**src/rtl/fabric_row_sequencer.sv**
```systemverilog
// fabric_row_sequencer
// ---------------------
// Purpose: front-end controller for the cell fabric's per-row instruction
// chains. One command at a time names a row and a span of instruction memory.
// The span is streamed into that row's instruction chain at one word per
// cycle. The row is then called, and the sequencer waits for its ret. The
// outcome (completion, timeout or bad row) is reported with done/err pulses.
//
// Ports:
//   clk, rst_n       clock, asynchronous active-low reset
//   cmd_valid        command offered by the host/scheduler
//   cmd_ready        high only while idle; accept on cmd_valid && cmd_ready
//   cmd_row          target row (rows >= ROWS are rejected with err)
//   cmd_base         first instruction memory address of the span
//   cmd_len          number of instructions (0 is legal, 2^PC_W reads all)
//   imem_rd_en       instruction memory read strobe
//   imem_rd_addr     instruction memory read address
//   imem_rd_data     {hops, addr, data}, valid one cycle after imem_rd_en
//   instr_data_in    per-row instruction payload (row r at slice r)
//   instr_addr_in    per-row in-cell target address
//   instr_hops_in    per-row column hop count
//   instr_en_in      per-row instruction valid
//   call             per-row one-cycle call pulse
//   ret              per-row ret from the fabric (high = row idle)
//   done             one-cycle pulse at command end
//   err              one-cycle pulse with done on timeout or bad row
module fabric_row_sequencer #(
  parameter int ROWS             = 2,
  parameter int INSTR_DATA_WIDTH = 32,
  parameter int INSTR_ADDR_WIDTH = 4,
  parameter int INSTR_HOPS_WIDTH = 4,
  parameter int PC_W             = 10,
  parameter int RET_GUARD        = 4,
  parameter int TIMEOUT          = 1024,
  localparam int ROW_W  = (ROWS > 1) ? $clog2(ROWS) : 1,
  localparam int WORD_W = INSTR_HOPS_WIDTH + INSTR_ADDR_WIDTH + INSTR_DATA_WIDTH
) (
  input  logic                               clk,
  input  logic                               rst_n,
  input  logic                               cmd_valid,
  output logic                               cmd_ready,
  input  logic [ROW_W-1:0]                   cmd_row,
  input  logic [PC_W-1:0]                    cmd_base,
  input  logic [PC_W:0]                      cmd_len,
  output logic                               imem_rd_en,
  output logic [PC_W-1:0]                    imem_rd_addr,
  input  logic [WORD_W-1:0]                  imem_rd_data,
  output logic [ROWS*INSTR_DATA_WIDTH-1:0]   instr_data_in,
  output logic [ROWS*INSTR_ADDR_WIDTH-1:0]   instr_addr_in,
  output logic [ROWS*INSTR_HOPS_WIDTH-1:0]   instr_hops_in,
  output logic [ROWS-1:0]                    instr_en_in,
  output logic [ROWS-1:0]                    call,
  input  logic [ROWS-1:0]                    ret,
  output logic                               done,
  output logic                               err
);

  localparam int LEN_W = PC_W + 1;
  localparam int GRD_W = (RET_GUARD > 0) ? $clog2(RET_GUARD + 1) : 1;
  localparam int TO_W  = (TIMEOUT > 0) ? $clog2(TIMEOUT + 1) : 1;

  typedef enum logic [2:0] {
    IDLE,
    LOAD,
    DRAIN,
    CALL,
    GUARD,
    WAIT,
    FINISH
  } state_e;

  state_e             state_q, state_d;
  logic [ROW_W-1:0]   row_q, row_d;
  logic [PC_W-1:0]    addr_q, addr_d;
  logic [LEN_W-1:0]   remain_q, remain_d;
  logic               errFlag_q, errFlag_d;
  logic [GRD_W-1:0]   guard_q, guard_d;
  logic [TO_W-1:0]    toCnt_q, toCnt_d;

  // Read-return pipeline: rdValid_q marks a word on imem_rd_data this cycle;
  // instrEn_q/instrWord_q is that word registered onto the row outputs.
  logic               rdValid_q;
  logic               instrEn_q;
  logic [WORD_W-1:0]  instrWord_q;

  logic               retSel;
  logic               guardLast;
  logic               timeoutHit;

  // State, command latches, counters and the read-return pipeline.
  always_ff @(posedge clk or negedge rst_n) begin
    if (!rst_n) begin
      state_q     <= IDLE;
      row_q       <= '0;
      addr_q      <= '0;
      remain_q    <= '0;
      errFlag_q   <= 1'b0;
      guard_q     <= '0;
      toCnt_q     <= '0;
      rdValid_q   <= 1'b0;
      instrEn_q   <= 1'b0;
      instrWord_q <= '0;
    end else begin
      state_q     <= state_d;
      row_q       <= row_d;
      addr_q      <= addr_d;
      remain_q    <= remain_d;
      errFlag_q   <= errFlag_d;
      guard_q     <= guard_d;
      toCnt_q     <= toCnt_d;
      rdValid_q   <= imem_rd_en;
      instrEn_q   <= rdValid_q;
      // Payload is forced to 0 when no word is presented, so idle chains see 0.
      instrWord_q <= rdValid_q ? imem_rd_data : '0;
    end
  end

  // Fan the single registered word out to the latched row only; a row index
  // outside the fabric matches nothing, so every row stays quiet.
  always_comb begin
    instr_en_in   = '0;
    instr_data_in = '0;
    instr_addr_in = '0;
    instr_hops_in = '0;
    call          = '0;
    retSel        = 1'b0;
    for (int r = 0; r < ROWS; r++) begin
      if (row_q == ROW_W'(r)) begin
        instr_en_in[r] = instrEn_q;
        instr_data_in[r*INSTR_DATA_WIDTH +: INSTR_DATA_WIDTH] =
          instrWord_q[INSTR_DATA_WIDTH-1:0];
        instr_addr_in[r*INSTR_ADDR_WIDTH +: INSTR_ADDR_WIDTH] =
          instrWord_q[INSTR_DATA_WIDTH +: INSTR_ADDR_WIDTH];
        instr_hops_in[r*INSTR_HOPS_WIDTH +: INSTR_HOPS_WIDTH] =
          instrWord_q[INSTR_DATA_WIDTH + INSTR_ADDR_WIDTH +: INSTR_HOPS_WIDTH];
        call[r] = (state_q == CALL);
        retSel  = ret[r];
      end
    end
  end

  // The guard and timeout counters hold the number of completed GUARD/WAIT
  // cycles before this one, so "+1" is the count including the current cycle.
  always_comb begin
    guardLast  = (32'(guard_q) + 32'd1) >= 32'(RET_GUARD);
    timeoutHit = (TIMEOUT != 0) && ((32'(toCnt_q) + 32'd1) >= 32'(TIMEOUT));
  end

  // Next-state and state-decoded outputs.
  always_comb begin
    state_d      = state_q;
    row_d        = row_q;
    addr_d       = addr_q;
    remain_d     = remain_q;
    errFlag_d    = errFlag_q;
    guard_d      = guard_q;
    toCnt_d      = toCnt_q;
    cmd_ready    = 1'b0;
    imem_rd_en   = 1'b0;
    imem_rd_addr = '0;
    done         = 1'b0;
    err          = 1'b0;

    unique case (state_q)
      IDLE: begin
        cmd_ready = 1'b1;
        if (cmd_valid) begin
          row_d     = cmd_row;
          addr_d    = cmd_base;
          remain_d  = cmd_len;
          errFlag_d = 1'b0;
          if (32'(cmd_row) >= 32'(ROWS)) begin
            errFlag_d = 1'b1;
            state_d   = FINISH;
          end else if (cmd_len == '0) begin
            state_d = CALL;
          end else begin
            state_d = LOAD;
          end
        end
      end

      LOAD: begin
        imem_rd_en   = 1'b1;
        imem_rd_addr = addr_q;
        addr_d       = addr_q + PC_W'(1);
        remain_d     = remain_q - LEN_W'(1);
        if (remain_q == LEN_W'(1)) begin
          state_d = DRAIN;
        end
      end

      // Wait until the last read's word has been registered onto the row.
      DRAIN: begin
        if (!rdValid_q) begin
          state_d = CALL;
        end
      end

      CALL: begin
        guard_d = '0;
        toCnt_d = '0;
        state_d = (RET_GUARD == 0) ? WAIT : GUARD;
      end

      // ret is still high from before the call while it ripples through the
      // busy chain, so it is not looked at here.
      GUARD: begin
        guard_d = guard_q + GRD_W'(1);
        toCnt_d = (toCnt_q == '1) ? toCnt_q : toCnt_q + TO_W'(1);
        if (timeoutHit) begin
          errFlag_d = 1'b1;
          state_d   = FINISH;
        end else if (guardLast) begin
          state_d = WAIT;
        end
      end

      // ret takes priority over a timeout expiring in the same cycle.
      WAIT: begin
        toCnt_d = (toCnt_q == '1) ? toCnt_q : toCnt_q + TO_W'(1);
        if (retSel) begin
          state_d = FINISH;
        end else if (timeoutHit) begin
          errFlag_d = 1'b1;
          state_d   = FINISH;
        end
      end

      FINISH: begin
        done    = 1'b1;
        err     = errFlag_q;
        state_d = IDLE;
      end

      default: begin
        state_d = IDLE;
      end
    endcase
  end

endmodule

```
**config.mk**
```make
export PLATFORM = sky130hd
export DESIGN_NAME = fabric_row_sequencer
export DESIGN_NICKNAME = d
export VERILOG_FILES = /design/src/rtl/fabric_row_sequencer.sv
export SDC_FILE = /design/constraint.sdc
export NUM_CORES = 1
export LEC_CHECK = 0
export CORE_ASPECT_RATIO = 0.75
export CORE_UTILIZATION = 40
export CTS_CLUSTER_SIZE = 10
export DETAILED_ROUTE_END_ITERATION = 10
export PLACE_DENSITY = 0.75
export SLEW_MARGIN = 20
export SYNTH_ARGS = -nofsm -noshare
export SYNTH_HDL_FRONTEND = slang
export SYNTH_SLANG_ARGS = --single-unit
```
**constraint.sdc**
```tcl
create_clock -name clk -period 2.1 [get_ports clk]
set_input_delay 0.42 -clock clk [delete_from_list [all_inputs] [get_ports clk]]
set_output_delay 0.42 -clock clk [all_outputs]
set_load 0.01 [all_outputs]
```
==> results of run 1 <==
[worst max path at each step]
stage | from | endpoint | slack (ns) | cells after the start
after CTS | row_q$_DFFE_PN0P_ | instr_hops_in[6] | -0.02 | 3
after global placement | cmd_len[6] | state_q[1]$_DFFE_PN0P_ | 0.08 | 6
after global routing | row_q$_DFFE_PN0P_ | instr_data_in[26] | -0.002 | 3
final | row_q$_DFFE_PN0P_ | instr_data_in[26] | 0.04 | 3
after floorplan | state_q[2]$_DFFE_PN0P_ | imem_rd_addr[0] | 0.35 | 6
after detailed placement | cmd_len[6] | state_q[1]$_DFFE_PN0P_ | 0.07 | 6
[where the power goes]
part / internal [mW] / switching [mW] / total [mW] / leakage [nW]
Clock: 1.12 / 0.576 / 1.70 / 0.161
Combinational: 1.63 / 1.77 / 3.40 / 2.63
Sequential: 2.02 / 0.377 / 2.40 / 1.05
[area by class of cell]
type | count | area [µm²] | area share (%)
Tap cell | 136 | 170 | 2.59
Timing Repair Buffer | 179 | 1930 | 29.5
Inverter | 9 | 33.8 | 0.515
Multi-Input combinational cell | 336 | 2040 | 31.1
Sequential cell | 82 | 2050 | 31.3
Clock inverter | 2 | 60.1 | 0.916
Clock buffer | 12 | 267 | 4.06
[synthesized netlist by cell type, types with 5 or more instances]
library cell	number	area share (%)
o211ai_1	7	1.2
dfrtp_1	82	49
nand2_1	36	3.2
nand3_1	18	2.1
clkbuf_1	18	1.6
and3_1	5	0.74
inv_1	9	0.80
and2_1	93	14
o21ai_0	13	1.5
buf_2	7	0.83
a21oi_1	16	1.9
ha_1	5	1.5
nand4_1	8	1.2
xor2_1	6	1.2
nor2b_1	41	6.1
nor2_1	36	3.2
nor4_1	5	0.74
[registers in the layout, summed over array words and instances, names as in the netlist]
| register | flops |
|---|---|
| remain_q | 11 |
| row_q | 1 |
| guard_q | 3 |
| toCnt_q | 11 |
| instrWord_q | 40 |
| addr_q | 10 |
| rdValid_q | 1 |
| instrEn_q | 1 |
| state_q | 3 |
| errFlag_q | 1 |
[timing repair]
action,in CTS,in global routing
resized for setup,37,56
hold buffers,0,0
pin swaps,0,0
gates cloned,1,1
setup endpoints to repair,34,47
[worst max-delay path, delay by kind of cell (launching register included)]
family,cells,cell delay [ns]
buf+inv,2,0.72
flops,1,0.45
simple gates,1,0.12
[cells by family (layout without fill, tap and decap cells)]
group / after synthesis / after routing / share of synthesized area (%)
buffers and inverters: 35 / 202 / 3.40
multiplexers: 3 / 3 / 0.858
flip-flops: 82 / 82 / 48.5
AO/OA/AOI/OAI: 61 / 61 / 9.91
AND/OR/NAND/NOR: 261 / 261 / 34.6
XOR/XNOR: 6 / 6 / 1.24
adder cells (fa/ha/maj): 5 / 5 / 1.48
[cells in the final DEF, fill, tap and decap left out, types with 5 or more instances in the layout]
cell,n
a21oi_1,16
and2_1,93
buf_4,9
clkbuf_16,10
clkdlybuf4s50_1,76
dfrtp_1,81
dlygate4sd2_1,33
dlymetal6s2s_1,54
ha_1,5
inv_1,8
nand2_1,36
nand3_1,18
nand4_1,8
nor2_1,34
nor2b_1,41
nor4_1,5
o211ai_1,7
o21ai_0,13
xor2_1,6
[through the flow]
step / std cells / util (%) / instance area, µm²
after floorplan: 453 / - / 4230
after global placement: 740 / 58.9 / 6060
after detailed placement: 740 / 58.9 / 6060
after CTS: 755 / 62.1 / 6390
after global routing: 756 / 63.8 / 6560
final: 756 / 63.8 / 6560
[metal layers]
layer / GRT usage [%] / vias up
met5: 0 / -
met4: 4.63 / 0
met3: 4.40 / 10
met2: 34.0 / 145
met1: 29.7 / 1868
li1: - / 1850
==> flow_summary_export.csv, run 1 <==
group,metric,value,unit
power,leakage_power,3.84,nW
global_route,antenna_found_initial,0,
final_layout,antennaDiodeCount,0,
drt,routed_vias,3873,
die,placementRows,32,
drt,highest_layer,"met4",
clock_network,clock-sinks,82,
die,initial_utilization,41.1,%
timing,finalWorstSetupSlack,0.0383,ns
global_route,vias_in_the_first_global_route,3678,
yosys,synthesis.yosys.warnings,0,
yosys,synthesis.instances,453,
critical_path,crit-reg2reg-launch,"toCnt_q[2]$_DFFE_PN0P_",
drt,met2WireLength,5530,µm
clock_network,clock_tree.htree_level_count,3,
clock_network,cts.reportedPaths.clkPinSlew,0.06,ns
yosys,synth-main-ff-cell,"dfrtp_1",
clock_network,number_of_buffers_added_by_the_clock_tree_synthesis_step,9,
timing,clock-skew-final,0.00453,ns
drt,finalWirelength,11800,µm
power,power_density,1140,nW/µm²
timing,setup_repair_after_global_routing_missed_its_margin,"true",
clock_network,cts.root.buffer_cell,"clkbuf_16",
timing,setup_tns,0,ns
timing,min_period,2.06,ns
final_layout,nets,689,
timing,period_share,98.2,%
critical_path,r2r_slack,0.22,ns
yosys,ys_seq_area_share,48.5,%
timing,timing.fmax,485,MHz
yosys,mappedNetlistArea,4230,µm²
critical_path,critPathKind,"register to output port",
critical_path,critical_path_arrival,1.64,ns
placed_design,place.gp.congestion,0.879,
critical_path,worst_setup_path_start_kind,"register",
critical_path,worst_setup_ep_type,"output port",
power,total_power,7.49,mW
final_layout,fillCellCount,819,
global_route,global_route_usage_over_all_layers,21.3,%
placed_design,place.detailed.hpwl,8430,µm
placed_design,post-place-ws,0.0683,ns
global_route,global_route_wire_length_before_repair,18400,µm
die,dieArea,11000,µm²
final_layout,layout-drive-gt1-share,8.23,%
drt,met3_length,772,µm
critical_path,critPathRequiredTime,1.68,ns
drt,vias_per_cell,5.12,
drt,drt-initial-drc-count,262,
drt,m1WireLength,5420,µm
die,core-area,10300,µm²
timing,slew_viol_final,0,
yosys,post_synth_arst_share,100,%
die,floorplan.die.height,91.1,µm
drt,avg_wl_per_cell,15.6,µm
yosys,number_of_flops_mapped_to_enable_cells_by_yosys,0,
global_route,grt_start_max_net_pins,74,
power,maximum_vdd_drop,0.630,mV
die,io_pins,165,
yosys,yosys.cell_types.count,45,
drt,route.detailed.drc,0,
drt,detail-route-antenna-nets,0,
clock_network,post_cts_buffers,0,
global_route,global_route.overflow_total,0,
yosys,synthesis.area_per_instance,9.34,µm²
timing,final-setup-viol-count,0,
final_layout,area_growth_syn_to_layout,55.1,%
critical_path,critical_path.max_stage_delay,0.54,ns
run,timing.max_cap.violations,0,
yosys,post_synthesis_register_bit_count,82,
status,run_status,"completed",
clock_network,clk_lat_worst_skew,0.33,ns
placed_design,port-buffer-count,164,
clock_network,clockBufferDepth,2,
critical_path,cp_cell_sequence,"buf_12, nor2b_1, clkdlybuf4s50_1",
timing,final.hold.worst_slack,0.0265,ns
timing,slew-limit-headroom,62.2,%
critical_path,crit_slowest_cell,"clkdlybuf4s50_1",
timing,timing_worst_slew_pin_value,0.562,ns
die,floorplan.die.width,121,µm
clock_network,cts_tree,"built",
critical_path,rr_endpoint,"state_q[0]$_DFFE_PN0P_",
min_path,hold_path_class,"primary input to asynchronous set/reset pin",
timing,finalHoldViolCount,0,
critical_path,worstPathMaxFanout,37,
drt,detail_route.first_pass.iterations,4,
yosys,synth.net_count,525,
critical_path,worst-r2r-cell-count,5,
Power figures use the tool's default switching activity.
==> inputs of run 2 (changes only) <==
--- a/config.mk
+++ b/config.mk
@@ -6,10 +6,12 @@
 export NUM_CORES = 1
 export LEC_CHECK = 0
 export CORE_ASPECT_RATIO = 0.75
+export CORE_MARGIN = 5
 export CORE_UTILIZATION = 40
 export CTS_CLUSTER_SIZE = 10
 export DETAILED_ROUTE_END_ITERATION = 10
 export PLACE_DENSITY = 0.75
+export SKIP_LAST_GASP = 1
 export SLEW_MARGIN = 20
 export SYNTH_ARGS = -nofsm -noshare
 export SYNTH_HDL_FRONTEND = slang
==> run 2 against run 1 <==
  * The run now ends with setup timing left
  * First-iteration DRC count increased by 12%
  * Die area increased by 16%
  * Via count decreased by 2.4%
  * Critical endpoint is now instr_addr_in[4]
  * Largest power group unchanged
==> flow_summary_export.csv, run 2 (synthesis results as in run 1) <==
group,metric,value,unit
status,run_status,"finished, violations left",
status,violations,"setup timing",
die,placementRows,32,
critical_path,worst_setup_ep_type,"output port",
final_layout,layout.cells.most_common_list,"clkdlybuf4s50_1 (111), and2_1 (93), dfrtp_1 (81)",
drt,routed_vias,3780,
drt,drt-initial-drc-count,294,
final_layout,antennaDiodeCount,0,
global_route,global_route.overflow_total,0,
timing,period_share,101,%
die,floorplan.die.height,99.1,µm
power,switchingPower,2.77,mW
critical_path,critPathRequiredTime,1.68,ns
clock_network,clock-sinks,82,
power,maximum_vdd_drop,0.599,mV
final_layout,nets,688,
power,total_power,7.39,mW
placed_design,place.gp.congestion,0.872,
power,share_seq_of_total_power,32.3,%
power,leakage_power,3.39,nW
clock_network,clockBufferDepth,2,
timing,clock-skew-final,0.00458,ns
timing,min_period,2.13,ns
final_layout,most_frequent_standard_cell_in_the_layout_excluding_fill_and_tap_cells,"clkdlybuf4s50_1",
final_layout,largest-register,"instrWord_q",
power,comb_power_share,45.7,%
timing,finalWorstSetupSlack,-0.0306,ns
clock_network,cts.root.buffer_cell,"clkbuf_16",
global_route,global_route_wire_length_before_repair,18800,µm
timing,slew-limit-headroom,57.7,%
critical_path,worstPathMaxFanout,70,
drt,detail-route-antenna-nets,0,
global_route,grt_start_max_net_pins,71,
die,core-area,10300,µm²
critical_path,critical_path_arrival,1.71,ns
power,internal_power,4.62,mW
clock_network,cts.reportedPaths.clkPinSlew,0.06,ns
final_layout,largest_register_ff_count,40,
critical_path,worst_setup_path_start_kind,"register",
drt,finalWirelength,12100,µm
clock_network,clock_tree.htree_level_count,3,
drt,vias_per_cell,4.99,
clock_network,post_cts_buffers,0,
die,floorplan.die.width,129,µm
power,proportion_of_power_drawn_by_the_clock_network,22.0,%
placed_design,port-buffer-count,164,
power,power_density,1140,nW/µm²
power,sw_frac_of_total,37.5,%
placed_design,place.detailed.hpwl,8740,µm
run,timing.max_cap.violations,0,
die,io_pins,165,
die,initial_utilization,41.1,%
drt,avg_wl_per_cell,16.0,µm
timing,setup_tns,-0.0741,ns
drt,detail_route.first_pass.iterations,4,
min_path,hold_path_class,"primary input to asynchronous set/reset pin",
timing,setup_repair_after_global_routing_missed_its_margin,"true",
global_route,vias_in_the_first_global_route,3619,
critical_path,critPathKind,"register to output port",
global_route,antenna_found_initial,0,
final_layout,top_regs,"instrWord_q: 40 flops, remain_q: 11 flops, toCnt_q: 11 flops",
timing,final-setup-viol-count,4,
die,dieArea,12800,µm²
timing,finalHoldViolCount,0,
clock_network,cts_tree,"built",
final_layout,layout-drive-gt1-share,8.21,%
global_route,global_route_usage_over_all_layers,18.4,%
timing,slew_viol_final,0,
clock_network,clk_lat_worst_skew,0.34,ns
timing,timing.fmax,469,MHz
timing,timing_worst_slew_pin_value,0.629,ns
drt,route.detailed.drc,0,
clock_network,number_of_buffers_added_by_the_clock_tree_synthesis_step,9,
final_layout,area_growth_syn_to_layout,53.3,%
==> run 2: cell types whose count changed in the layout (fill, tap and decap cells not counted), moves of 2 or more <==
cell | before | now
nor2_2 | 2 | 0
clkinvlp_4 | 0 | 2
clkbuf_8 | 3 | 1
dlymetal6s2s_1 | 54 | 34
clkdlybuf4s50_1 | 76 | 111
nor2_1 | 34 | 36
dlygate4sd2_1 | 33 | 18
==> run 2: per-layer routing <==
metal | share of wire [%] | GRT usage (%) | up-vias
met3 | 7.8 | 5.09 | 19
met4 | 1.2 | 4.28 | 0
met5 | 0 | 0 | -
met2 | 46 | 28.7 | 166
met1 | 45 | 25.4 | 1744
li1 | - | - | 1851
==> run 2: worst max-delay path, cell delays in order (launching register included) <==
cell and delay [ns]:
dfrtp_2 0.39, buf_12 0.24, and2_1 0.18, clkdlybuf4s50_1 0.56
==> run 2: final timing paths <==
kind	slack, ns	depth (start not counted)	startpoint	to
worst max-delay path	-0.03	3	row_q$_DFFE_PN0P_	instr_addr_in[4]
worst min-delay path	0.02	1	rst_n	toCnt_q[3]$_DFFE_PN0P_
worst max register to register	0.24	6	row_q$_DFFE_PN0P_	state_q[1]$_DFFE_PN0P_
worst min register to register	0.48	2	errFlag_q$_DFFE_PN0P_	errFlag_q$_DFFE_PN0P_
max in group asynchronous	1.45	2	rst_n	row_q$_DFFE_PN0P_
min in group clk	0.48	2	errFlag_q$_DFFE_PN0P_	errFlag_q$_DFFE_PN0P_
==> run 2: layout make-up <==
type | count | area (µm²)
Clock inverter | 6 | 73.8
Multi-Input combinational cell | 336 | 2040
Fill cell | 864 | 3810
Tap cell | 136 | 170
Sequential cell | 82 | 2050
Timing Repair Buffer | 178 | 1870
Clock buffer | 10 | 239
Inverter | 9 | 33.8
==> run 2: what timing repair did <==
action,in CTS,in global routing
cloned,1,0
setup endpoints to repair,30,76
gates resized for setup,22,34
hold buffers,0,0
==> run 2: power by group through the flow <==
stage,sequential (mW),combinational (mW),clock [mW]
floorplan,2.30,1.94,0
global placement,2.37,3.32,0
detailed placement,2.39,3.40,0
CTS,2.37,3.43,1.66
global route,2.45,3.74,1.73
finish,2.38,3.38,1.63
==> run 2: stage by stage <==
step | setup slack (ns) | instance area (µm²) | util [%] | std cells | hold WS [ns]
after floorplan | 0.349 | 4230 | - | 453 | 0.124
after global placement | 0.102 | 6060 | 58.9 | 740 | 0.390
after detailed placement | 0.00128 | 6060 | 58.9 | 740 | 0.392
after CTS | -0.0161 | 6400 | 62.2 | 757 | 0.0313
after global routing | -0.117 | 6480 | 63.0 | 757 | 0.0596
final | -0.0306 | 6480 | 63.0 | 757 | 0.0229
==> inputs of run 3 (changes only) <==
--- a/config.mk
+++ b/config.mk
@@ -7,10 +7,10 @@
 export LEC_CHECK = 0
 export CORE_ASPECT_RATIO = 0.75
 export CORE_MARGIN = 5
-export CORE_UTILIZATION = 40
+export CORE_UTILIZATION = 44
 export CTS_CLUSTER_SIZE = 10
 export DETAILED_ROUTE_END_ITERATION = 10
-export PLACE_DENSITY = 0.75
+export PLACE_DENSITY = 0.82
 export SKIP_LAST_GASP = 1
 export SLEW_MARGIN = 20
 export SYNTH_ARGS = -nofsm -noshare
==> run 3 against run 2 <==
  * The flow now finishes without violations
  * Routed wire length hardly changed
  * Worst hold slack better by 0.44 ns
  * Global-route usage is 2.1 points higher
  * Clock power is 6% higher
  * Via count is 3.1% higher
  * Sequential share of layout area hardly changed
  * Clock skew is 0.0015 ns higher
  * Critical path type unchanged
  * Largest cell class unchanged
==> flow_summary_export.csv, run 3 (synthesis results as in run 1) <==
group,metric,value,unit
status,run_status,"completed",
critical_path,r2r_slack,0.26,ns
timing,slew-limit-headroom,60.9,%
timing,min_period,2.09,ns
drt,routed_vias,3897,
power,switchingPower,2.71,mW
die,placementRows,31,
timing,timing_worst_slew_pin_value,0.581,ns
drt,avg_wl_per_cell,16.0,µm
power,internal_power,4.69,mW
critical_path,critPathKind,"register to output port",
die,dieArea,11700,µm²
final_layout,area_growth_syn_to_layout,53.1,%
global_route,antenna_found_initial,0,
placed_design,port-buffer-count,164,
global_route,global_route_wire_length_before_repair,19000,µm
critical_path,worst-r2r-cell-count,5,
timing,setup_tns,0,ns
clock_network,cts.reportedPaths.clkPinSlew,0.06,ns
final_layout,post-route-cell-area,6470,µm²
clock_network,cts_tree,"built",
timing,finalHoldViolCount,0,
final_layout,layout.cells.non_filler,754,
timing,final-setup-viol-count,0,
critical_path,worst_setup_path_start_kind,"register",
final_layout,antennaDiodeCount,0,
timing,slew_viol_final,0,
drt,detail_route.first_pass.iterations,6,
clock_network,clock-sinks,82,
timing,finalWorstSetupSlack,0.0134,ns
power,sw_frac_of_total,36.6,%
placed_design,place.gp.congestion,0.886,
timing,period_share,99.4,%
critical_path,crit-reg2reg-launch,"toCnt_q[2]$_DFFE_PN0P_",
critical_path,critical_path_arrival,1.67,ns
placed_design,post_dp_cell_area,6060,µm²
critical_path,rr_endpoint,"state_q[0]$_DFFE_PN0P_",
drt,vias_per_cell,5.17,
global_route,grt_start_max_net_pins,63,
power,share_seq_of_total_power,32.7,%
drt,route.detailed.drc,0,
critical_path,critPathRequiredTime,1.68,ns
die,io_pins,165,
drt,detail-route-antenna-nets,0,
die,floorplan.die.width,123,µm
global_route,vias_in_the_first_global_route,3736,
power,comb_power_share,44.0,%
clock_network,number_of_buffers_added_by_the_clock_tree_synthesis_step,9,
power,power_density,1140,nW/µm²
die,core-area,9500,µm²
clock_network,clock_tree.htree_level_count,3,
die,floorplan.die.height,94.9,µm
clock_network,clk_lat_worst_skew,0.33,ns
final_layout,most_frequent_standard_cell_in_the_layout_excluding_fill_and_tap_cells,"clkdlybuf4s50_1",
power,total_power,7.40,mW
timing,setup_repair_after_global_routing_missed_its_margin,"true",
final_layout,layout.cells.most_common_list,"clkdlybuf4s50_1 (117), and2_1 (93), dfrtp_1 (81)",
final_layout,nets,690,
placed_design,place.detailed.hpwl,9120,µm
timing,clock-skew-final,0.00612,ns
power,proportion_of_power_drawn_by_the_clock_network,23.3,%
power,maximum_vdd_drop,0.766,mV
global_route,global_route_usage_over_all_layers,20.5,%
final_layout,largest-register,"instrWord_q",
critical_path,worst_setup_ep_type,"output port",
clock_network,cts.root.buffer_cell,"clkbuf_16",
global_route,global_route.overflow_total,0,
final_layout,largest_register_ff_count,40,
timing,final.hold.worst_slack,0.460,ns
final_layout,layout-drive-gt1-share,7.88,%
placed_design,placed_cells,738,
timing,timing.fmax,479,MHz
placed_design,post-place-ws,-0.0315,ns
power,leakage_power,3.35,nW
clock_network,clockBufferDepth,2,
drt,finalWirelength,12100,µm
die,initial_utilization,44.5,%
final_layout,final_util,68.1,%
min_path,hold_path_class,"primary input to asynchronous set/reset pin",
drt,drt-initial-drc-count,293,
run,timing.max_cap.violations,0,
final_layout,top_regs,"instrWord_q: 40 flops, remain_q: 11 flops, toCnt_q: 11 flops",
clock_network,post_cts_buffers,0,
critical_path,worstPathMaxFanout,62,
[run 3: timing repair]
item / 4_1_cts / 5_1_grt
pin swaps: 0 / 0
gates resized for setup: 16 / 33
setup endpoints to repair: 27 / 66
endpoints found under the hold margin: 8 / 0
hold buffers: 1 / 0
[run 3: how the worst max path moves through the flow]
stage | start | endpoint | slack, ns
floorplan | state_q[2]$_DFFE_PN0P_ | imem_rd_addr[0] | 0.35
global placement | cmd_len[9] | state_q[1]$_DFFE_PN0P_ | 0.09
detailed placement | cmd_len[8] | state_q[1]$_DFFE_PN0P_ | -0.03
CTS | row_q$_DFFE_PN0P_ | instr_addr_in[0] | -0.003
global route | row_q$_DFFE_PN0P_ | instr_addr_in[6] | -0.06
finish | row_q$_DFFE_PN0P_ | instr_addr_in[6] | 0.01
[run 3: power by group through the flow]
stage / clock [mW] / combinational, mW / sequential [mW]
after floorplan: 0 / 1.94 / 2.30
after global placement: 0 / 3.27 / 2.40
after detailed placement: 0 / 3.36 / 2.42
after CTS: 1.75 / 3.31 / 2.41
after global routing: 1.83 / 3.59 / 2.49
final: 1.72 / 3.26 / 2.42
[run 3: area by class of cell]
class	count	area, µm²
Inverter	9	33.8
Clock buffer	11	253
Multi-Input combinational cell	336	2040
Sequential cell	82	2050
Clock inverter	4	73.8
Tap cell	132	165
Timing Repair Buffer	180	1860
Fill cell	726	3030
[run 3: per-layer routing]
layer	track usage, %	part of all wire (%)	vias up
li1	-	-	1856
met1	27.4	44	1846
met2	33.6	47	181
met3	5.75	8.6	14
met4	4.06	1.0	0
met5	0	0	-
[run 3: critical path: stages (launching register included)]
cell             delay (ns)
dfrtp_2                0.39
buf_12                 0.22
and2_1                 0.15
clkdlybuf4s50_1        0.56
